===== src/rtl/ecc_pkg.sv =====
// Shared codes for the ECC decode path: cfg width codes, NOF codes, status codes,
// controller state encoding and the latched syndrome result.
package ecc_pkg;

    localparam logic [1:0] CW_SMALL  = 2'b00;
    localparam logic [1:0] CW_MEDIUM = 2'b01;
    localparam logic [1:0] CW_LARGE  = 2'b10;

    localparam logic [1:0] NOF_NONE  = 2'b00;
    localparam logic [1:0] NOF_ONE   = 2'b01;
    localparam logic [1:0] NOF_MULTI = 2'b10;

    localparam logic [1:0] ST_CLEAN  = 2'b00;
    localparam logic [1:0] ST_CORR   = 2'b01;
    localparam logic [1:0] ST_UNCORR = 2'b10;
    localparam logic [1:0] ST_TMO    = 2'b11;

    typedef enum logic [2:0] {
        S_IDLE = 3'd0,
        S_SYND = 3'd1,
        S_FIX  = 3'd2,
        S_CAPT = 3'd3,
        S_OUT  = 3'd4
    } state_t;

    typedef struct packed {
        logic [4:0] s;
        logic [1:0] nof;
    } synd_res_t;

endpackage


===== src/rtl/ecc_stat_cnt.sv =====
// Saturating event counter; synchronous clear has priority over increment.
module ecc_stat_cnt #(
    parameter int W = 16
) (
    input  logic         clk,
    input  logic         rst,
    input  logic         clr,
    input  logic         inc,
    output logic [W-1:0] cnt
);

    always_ff @(posedge clk or posedge rst) begin
        if (rst)
            cnt <= '0;
        else if (clr)
            cnt <= '0;
        else if (inc && (cnt != '1))
            cnt <= cnt + W'(1);
    end

endmodule


===== src/rtl/ecc_dec_ctrl.sv =====
// ECC decode sequencer: IDLE->SYND->FIX->CAPT->OUT, one codeword in flight.
// Optional statistics counters are built when ECC_STATS_EN is defined.
module ecc_dec_ctrl
    import ecc_pkg::*;
#(
    parameter int AMBA_WORD = 32,
    parameter int TIMEOUT   = 15,
    parameter int CNT_WIDTH = 16
) (
    input  logic                 clk,
    input  logic                 rst,
`ifdef ECC_STATS_EN
    input  logic                 stat_clr,
    output logic [CNT_WIDTH-1:0] cnt_corr,
    output logic [CNT_WIDTH-1:0] cnt_uncorr,
    output logic [CNT_WIDTH-1:0] cnt_tmo,
`endif
    input  logic [1:0]           cfg_width,
    input  logic                 in_valid,
    output logic                 in_ready,
    input  logic [AMBA_WORD-1:0] in_data,
    output logic                 synd_start,
    output logic [AMBA_WORD-1:0] synd_data,
    input  logic                 synd_done,
    input  logic [4:0]           synd_s,
    input  logic [1:0]           synd_nof,
    output logic [4:0]           fix_s,
    output logic [1:0]           fix_nof,
    output logic                 fix_small,
    output logic                 fix_medium,
    output logic [AMBA_WORD-1:0] fix_data,
    input  logic [AMBA_WORD-1:0] fix_out,
    output logic                 out_valid,
    input  logic                 out_ready,
    output logic [AMBA_WORD-1:0] out_data,
    output logic [1:0]           out_nof,
    output logic                 busy
);

    localparam int TW = $clog2(TIMEOUT + 1);

    state_t              state, state_n;
    logic [AMBA_WORD-1:0] word_q;
    logic [1:0]           cfg_q;
    synd_res_t            res_q;
    logic [TW-1:0]        tmo_cnt;
    logic                 first_synd;
    logic                 tmo_hit;

    // tmo_cnt restarts at 0 on accept, so 0 marks the first SYND cycle
    assign first_synd = (tmo_cnt == '0);
    assign tmo_hit    = (tmo_cnt == TW'(TIMEOUT));

    always_ff @(posedge clk or posedge rst) begin
        if (rst)
            state <= S_IDLE;
        else
            state <= state_n;
    end

    always_comb begin
        state_n = state;
        case (state)
            S_IDLE: if (in_valid) state_n = S_SYND;
            S_SYND: begin
                if (synd_done && !first_synd)
                    state_n = S_FIX;
                else if (tmo_hit)
                    state_n = S_OUT;
            end
            S_FIX:  state_n = S_CAPT;
            S_CAPT: state_n = S_OUT;
            S_OUT:  if (out_ready) state_n = S_IDLE;
            default: state_n = S_IDLE;
        endcase
    end

    always_comb begin
        in_ready   = (state == S_IDLE);
        busy       = (state != S_IDLE);
        synd_start = (state == S_SYND) && first_synd;
        out_valid  = (state == S_OUT);
    end

    always_ff @(posedge clk or posedge rst) begin
        if (rst) begin
            word_q   <= '0;
            cfg_q    <= '0;
            res_q    <= '0;
            tmo_cnt  <= '0;
            out_data <= '0;
            out_nof  <= '0;
        end else begin
            case (state)
                S_IDLE: begin
                    if (in_valid) begin
                        word_q  <= in_data;
                        cfg_q   <= cfg_width;
                        tmo_cnt <= '0;
                    end
                end
                S_SYND: begin
                    tmo_cnt <= tmo_cnt + TW'(1);
                    if (synd_done && !first_synd) begin
                        res_q <= '{s: synd_s, nof: synd_nof};
                    end else if (tmo_hit) begin
                        out_data <= word_q;
                        out_nof  <= ST_TMO;
                    end
                end
                S_CAPT: begin
                    case (res_q.nof)
                        NOF_NONE: begin
                            out_data <= fix_out;
                            out_nof  <= ST_CLEAN;
                        end
                        NOF_ONE: begin
                            out_data <= fix_out;
                            out_nof  <= ST_CORR;
                        end
                        // multi-bit errors cannot be fixed: return the raw word
                        default: begin
                            out_data <= word_q;
                            out_nof  <= ST_UNCORR;
                        end
                    endcase
                end
                default: ;
            endcase
        end
    end

    assign synd_data  = word_q;
    assign fix_data   = word_q;
    assign fix_s      = res_q.s;
    assign fix_nof    = res_q.nof;
    // reserved code 11 falls through to large: neither flag set
    assign fix_small  = (cfg_q == CW_SMALL);
    assign fix_medium = (cfg_q == CW_MEDIUM);

`ifdef ECC_STATS_EN
    logic out_hs;
    assign out_hs = out_valid && out_ready;

    ecc_stat_cnt #(.W(CNT_WIDTH)) u_cnt_corr (
        .clk (clk), .rst (rst), .clr (stat_clr),
        .inc (out_hs && (out_nof == ST_CORR)),   .cnt (cnt_corr)
    );
    ecc_stat_cnt #(.W(CNT_WIDTH)) u_cnt_uncorr (
        .clk (clk), .rst (rst), .clr (stat_clr),
        .inc (out_hs && (out_nof == ST_UNCORR)), .cnt (cnt_uncorr)
    );
    ecc_stat_cnt #(.W(CNT_WIDTH)) u_cnt_tmo (
        .clk (clk), .rst (rst), .clr (stat_clr),
        .inc (out_hs && (out_nof == ST_TMO)),    .cnt (cnt_tmo)
    );
`endif

endmodule

===== config.mk =====
export PLATFORM = sky130hd
export DESIGN_NAME = ecc_dec_ctrl
export DESIGN_NICKNAME = d
export VERILOG_FILES = /design/src/rtl/ecc_pkg.sv /design/src/rtl/ecc_stat_cnt.sv /design/src/rtl/ecc_dec_ctrl.sv
export SDC_FILE = /design/constraint.sdc
export NUM_CORES = 1
export LEC_CHECK = 0
export CORE_MARGIN = 2
export CORE_UTILIZATION = 41
export DETAILED_ROUTE_END_ITERATION = 8
export PLACE_DENSITY = 0.81
export SLEW_MARGIN = 20
export SYNTH_ARGS = -nofsm -noshare
export SYNTH_HDL_FRONTEND = slang
export SYNTH_SLANG_ARGS = --single-unit

===== constraint.sdc =====
create_clock -name clk -period 2.85 [get_ports clk]
set_input_delay 0.57 -clock clk [delete_from_list [all_inputs] [get_ports clk]]
set_output_delay 0.57 -clock clk [all_outputs]
set_load 0.03 [all_outputs]

# --- Word level (Yosys, flattened, before mapping) ---
# Cells that the tools add are included.
# W data, S select, Z words.
totals:
  regBits: 82
  out_inout_bits: 111
  in_bits: 78
  elab_cells: 52
op_classes:
  reduce_logical: 16
  eq_ne: 12
  add_sub_neg: 1
  mux: 15
op_table:
  columns: ["cell", "count"]
  rows:
  - ["$mux W32", 3]
  - ["$pmux W32 S2", 1]
  - ["$pmux W3 S5", 1]
  - ["$mux W3", 4]
  - ["$pmux W2 S2", 2]
  - ["$pmux W4 S2", 1]
  - ["$eq A3 B2 Y1 const B", 2]
  - ["$ne A2 B2 Y1 const B", 3]
  - ["$reduce_and A2 Y1", 3]
  - ["$reduce_and A3 Y1", 2]
  - ["$add A4 B1 Y4 const B", 1]
  - ["$eq A2 B1 Y1 const B", 2]
  - ["$eq A4 B4 Y1 const B", 1]
  - ["$logic_not A2 Y1", 2]
  - ["$logic_not A4 Y1", 1]
  - ["$mux W2", 2]
  - ["$mux W4", 1]
  - ["$reduce_bool A2 Y1", 2]
  - ["$eq A3 B1 Y1 const B", 1]
  - ["$eq A3 B3 Y1 const B", 1]
  - ["$logic_not A3 Y1", 1]
  - ["$ne A3 B2 Y1 const B", 1]
  - ["$reduce_bool A3 Y1", 1]
  - ["$logic_and A1 B1 Y1", 2]
  - ["other kinds (3)", 3]

# --- Logic depth before layout (Yosys ltp) ---
depth:
  ltp_word: 5
  ltp_mapped: 7
  depth_no_buf: 5

# --- Worst setup path after synthesis ---
# No wires, ideal clock.
synth_timing:
  path_type: "flip-flop to flip-flop"
  startpoint: "register tmo_cnt[0]"
  endpoint: "register out_data[10]"
  period_less_slack_ns: 2.124
  stages_incl_launch_ff: 8
  path_buffers: 2
  arrival_ns: 2.000
  setup_time_ns: 0.125
  required_ns: 2.725
  setup_slack_ns: 0.726
  cell_sequence: "dfrtp_1 inv_1 ha_1 or3b_1 buf_2 a311oi_4 buf_6 mux2_2"
synth_between:
  elab_chain_cells: 5
  elab_cells_between_ends: 7
  classes_between: "eq/ne: 3; reduce/logical: 4"
synth_lines:
  columns: ["element", "line_no", "text"]
  rows:
  - ["from (decl)", "ecc_dec_ctrl.sv:46", "logic [TW-1:0] tmo_cnt;"]
  - ["from (signal assigned)", "ecc_dec_ctrl.sv:103", "tmo_cnt <= tmo_cnt + TW'(1);"]
  - ["$logic_not A4 Y1", "ecc_dec_ctrl.sv:51", "assign first_synd = (tmo_cnt == '0);"]
  - ["$logic_not A1 Y1", "ecc_dec_ctrl.sv:104", "if (synd_done && !first_synd) begin"]
  - ["$logic_and A1 B1 Y1", "ecc_dec_ctrl.sv:104", null]
  - ["$ne A2 B2 Y1 (no source line)", null, null]
  - ["$reduce_and A3 Y1 (no source line) (*)", null, null]
  - ["to (signal assigned)", "ecc_dec_ctrl.sv:107", "out_data <= word_q;"]
  - ["to (signal assigned)", "ecc_dec_ctrl.sv:114", "out_data <= fix_out;"]
  - ["to (signal assigned)", "ecc_dec_ctrl.sv:118", "out_data <= fix_out;"]
  - ["to (decl)", "ecc_dec_ctrl.sv:35", "output logic [AMBA_WORD-1:0] out_data,"]
# Mark *: on every way between the ends. The rest lies on a longest branch, timed or not.
# A chain may end at the register's enable or synchronous reset.

# --- Final worst setup path ---
layout_timing:
  startpoint: "register state[2]"
  endpoint: "output port in_ready"
layout_between:
  elab_chain_cells: 1
layout_lines:
  columns: ["element", "line_no", "text"]
  rows:
  - ["from (decl)", "ecc_dec_ctrl.sv:42", "state_t state, state_n;"]
  - ["from (signal assigned)", "ecc_dec_ctrl.sv:58", "state <= state_n;"]
  - ["$logic_not A3 Y1", "ecc_dec_ctrl.sv:79", "in_ready = (state == S_IDLE);"]
  - ["to (decl)", "ecc_dec_ctrl.sv:20", "output logic in_ready,"]
# No other way between the ends.

==> summary.md <==
| Metric | Value |
|---|---|
| Global-route wire length before repair | `14.6 mm` |
| Via Count | `2788` |
| Critical path launch point type | `flip-flop` |
| Worst rel slew slack | `0.613` |
| Maximum clock insertion buffer count | `2` |
| Highest-delay cell along the critical path | `sky130_fd_sc_hd__clkdlybuf4s50_1` |
| Kind of end point of the critical path | `output port` |
| Register area share after synthesis | `0.526` |
| Mapped Area | `3900 um2` |
| Number of synthesized flops with an enable pin | `0` |
| DR iter-0 viols | `88` |
| Area inside the core boundary | `9240 um2` |
| Clock Latency Late Sink | `0.34 ns` |
| Critical path cell sequence | `buf_4, or3_1, inv_1, clkdlybuf4s50_1` |
| Reg clk slew, reported paths | `0.09 ns` |
| Number of endpoints with negative hold slack in the final report | `0` |
| Final Instance Count excl. Fillers | `577` |
| Worst r2r path cells | `6` |
| Actual transition at the worst max-transition pin | `0.579 ns` |
| Total number of yosys warnings | `0` |
| Via count of the first global-routing pass | `2924` |
| Pin count of the biggest net entering global routing | `44` |
| Die area | `10300 um2` |
| Global-route usage over all layers | `0.181` |
| Setup Skew | `0.0107 ns` |
| Post-synthesis instance total | `283` |
| Number of placed I/O pins | `189` |
| Largest vdd supply drop | `740 uV` |
| Area growth from synthesis to layout | `52.4%` |
| Synth area leader | `sky130_fd_sc_hd__dfrtp_1` |
| Sum of negative setup slack | `0 ns` |
| Number of buffers inserted to repair setup after CTS | `0` |
| Post-placement cell count | `562` |
| Routed length per instance | `16.1 um` |
| TritonCTS clock tree | `built` |
| Critical path class | `flip-flop to output port` |
| Worst flop-to-flop path startpoint | `tmo_cnt[1]$_DFFE_PP0P_` |
| Overall die width | `102 um` |
| Power per cell area | `1360 nW/um2` |
| Top area cells in the synthesized netlist | `sky130_fd_sc_hd__dfrtp_1 (53%), sky130_fd_sc_hd__mux2_2 (30%), sky130_fd_sc_hd__buf_4 (6.2%)` |
| Post-synth net total | `363` |
| CTS H-tree lvls | `3` |
| Yosys reg bits | `82` |
| Post-CTS resize count | `1` |
| Final antenna-violating net count | `0` |
| Wirelength, routed | `9.28 mm` |
| Critical path arrival | `2.06 ns` |
| Post-placement cell area | `5710 um2` |
| Largest fanout of any net on the critical path | `9` |
| Overflow after GRT | `0` |
| TritonRoute pass-1 iters | `4` |
| Maximum clock rate | `380 MHz` |
| Min-delay worst type | `input pin to asynchronous set/reset pin` |
| Antenna violations before repair | `0` |
| Status | `complete, no violations` |
| Chip height | `102 um` |
| Number of core rows | `35` |
| Ratio of final minimum period to clock period | `0.925` |
| Port Buf Inserts | `188` |
| Final Critical Period | `2.63 ns` |
| Overall power consumption | `8.10 mW` |
| CTS hold repair buffers | `0` |
| RSZ-0062 raised after global routing | `false` |
| Share of post-route cells with drive strength above 1 | `0.299` |
| Detailed placement HPWL | `7.12 mm` |
| Final count of negative-setup-slack endpoints | `0` |
| Num CTS Buffers | `9` |
| Primary FF master, synth | `sky130_fd_sc_hd__dfrtp_1` |
| Top cell type's share of synthesized area | `0.526` |
| Clock tree root driver cell | `sky130_fd_sc_hd__clkbuf_8` |
| Mean area per synthesized cell | `13.8 um2` |
| Slowest Stage Delay on Critical Path | `0.67 ns` |
| Global placer's final weighted congestion | `0.872` |
| Maximum Capacitance Violations | `0` |
| Initial core utilization | `0.422` |
| Max Slew Vio Count | `0` |
| Diodes inserted | `0` |
| Count of nets after finishing | `524` |
| Post-route cell area | `5940 um2` |
| Crit. Startpoint | `state[2]$_DFFE_PP0P_` |
| CP required | `2.28 ns` |
| Count of cell types in the netlist | `35` |
| Leakage dissipation | `2.42 nW` |
| Via density per instance | `4.83` |
| Residual DRC | `0` |
| Number of clock sinks | `82` |
| Share of synthesized flip-flops with an asynchronous set or reset | `1.00` |
==> layout by cell type (no fill, tap or decap), types with 3 or more instances in the layout <==
master / instances
sky130_fd_sc_hd__a21oi_1: 3
sky130_fd_sc_hd__buf_4: 8
sky130_fd_sc_hd__clkbuf_8: 11
sky130_fd_sc_hd__clkdlybuf4s50_1: 187
sky130_fd_sc_hd__dfrtp_1: 82
sky130_fd_sc_hd__inv_1: 6
sky130_fd_sc_hd__mux2_2: 104
sky130_fd_sc_hd__nand2_1: 3
sky130_fd_sc_hd__nand2b_1: 3
sky130_fd_sc_hd__nor2_1: 4
sky130_fd_sc_hd__o21ai_0: 3
==> layer usage <==
| layer | track usage | vias up | routed length [um] |
|---|---|---|---|
| li1 | - | 1280 | - |
| met1 | 0.205 | 1390 | 3650 |
| met2 | 0.329 | 107 | 4910 |
| met3 | 0.0614 | 11 | 643 |
| met4 | 0.0426 | 0 | 76 |
| met5 | 0 | - | 0 |
==> cell families (layout without fill, tap and decap cells) <==
kind of cell / after synthesis / in the layout / synth area share
AOI/OAI and AO/OA: 15 / 15 / 0.0315
xor gates and xnor gates: 1 / 1 / 0.00225
adders and majority gates: 2 / 2 / 0.00642
buffers and inverters: 54 / 219 / 0.0912
DFF: 82 / 82 / 0.526
muxes: 107 / 107 / 0.309
and+or+nand+nor: 22 / 22 / 0.0334
==> power breakdown <==
part | internal, mW | total (mW) | switching (mW)
registers | 1.76 | 2.21 | 0.453
logic | 2.35 | 4.95 | 2.60
clock network | 0.537 | 0.944 | 0.408
total | 4.64 | 8.10 | 3.46
==> critical path: cells and delay by family (launching register included) <==
kind                   cells  cell delay (ns)
buffers and inverters      3             0.92
DFF                        1             0.39
and+or+nand+nor            1             0.42
==> cells in the mapped netlist (2+ instances only) <==
cell type and n:
sky130_fd_sc_hd__mux2_2 104, sky130_fd_sc_hd__dfrtp_1 82, sky130_fd_sc_hd__buf_4 32, sky130_fd_sc_hd__buf_2 8, sky130_fd_sc_hd__inv_1 7, sky130_fd_sc_hd__clkbuf_1 4
sky130_fd_sc_hd__nor2_1 4, sky130_fd_sc_hd__a21oi_1 3, sky130_fd_sc_hd__buf_6 3, sky130_fd_sc_hd__nand2_1 3, sky130_fd_sc_hd__nand2b_1 3, sky130_fd_sc_hd__o21ai_0 3
sky130_fd_sc_hd__ha_1 2, sky130_fd_sc_hd__mux2_1 2, sky130_fd_sc_hd__nand3_1 2, sky130_fd_sc_hd__nor2b_1 2
==> worst paths after layout <==
path,slack [ns],endpoint
setup / recovery,0.22,in_ready
hold / removal,0.48,fix_data[14]$_DFFE_PP0P_
setup reg to reg,0.55,out_data[23]$_DFFE_PP0P_
hold reg to reg,0.49,out_data[16]$_DFFE_PP0P_
max in group asynchronous,1.74,cfg_q[0]$_DFFE_PP0P_
min in group clk,0.49,out_data[16]$_DFFE_PP0P_
==> area by class of cell <==
class                           count  area, um2
Clock buffer                       11        151
Clock inverter                      4       75.1
Fill cell                         737       3300
Inverter                            7       27.5
Multi-Input combinational cell    147       1510
Sequential cell                    82       2050
Tap cell                          129        161
Timing Repair Buffer              197       1960
==> state kept, by name, summed over array words and instances, names as in the netlist <==
register  cells
tmo_cnt       4
out_nof       2
state         3
cfg_q         2
out_data     32
fix_nof       2
fix_s         5
fix_data     32
==> through the flow <==
stage                      util  hold slack [ns]  setup WS [ns]
final                     0.643            0.484          0.215
after global routing      0.643            0.489         0.0984
after CTS                 0.643            0.483          0.213
after detailed placement  0.618            0.475          0.361
after global placement    0.618            0.470          0.400
after floorplan               -            0.496          0.172
Note: power is estimated with default switching activity, not from simulation.
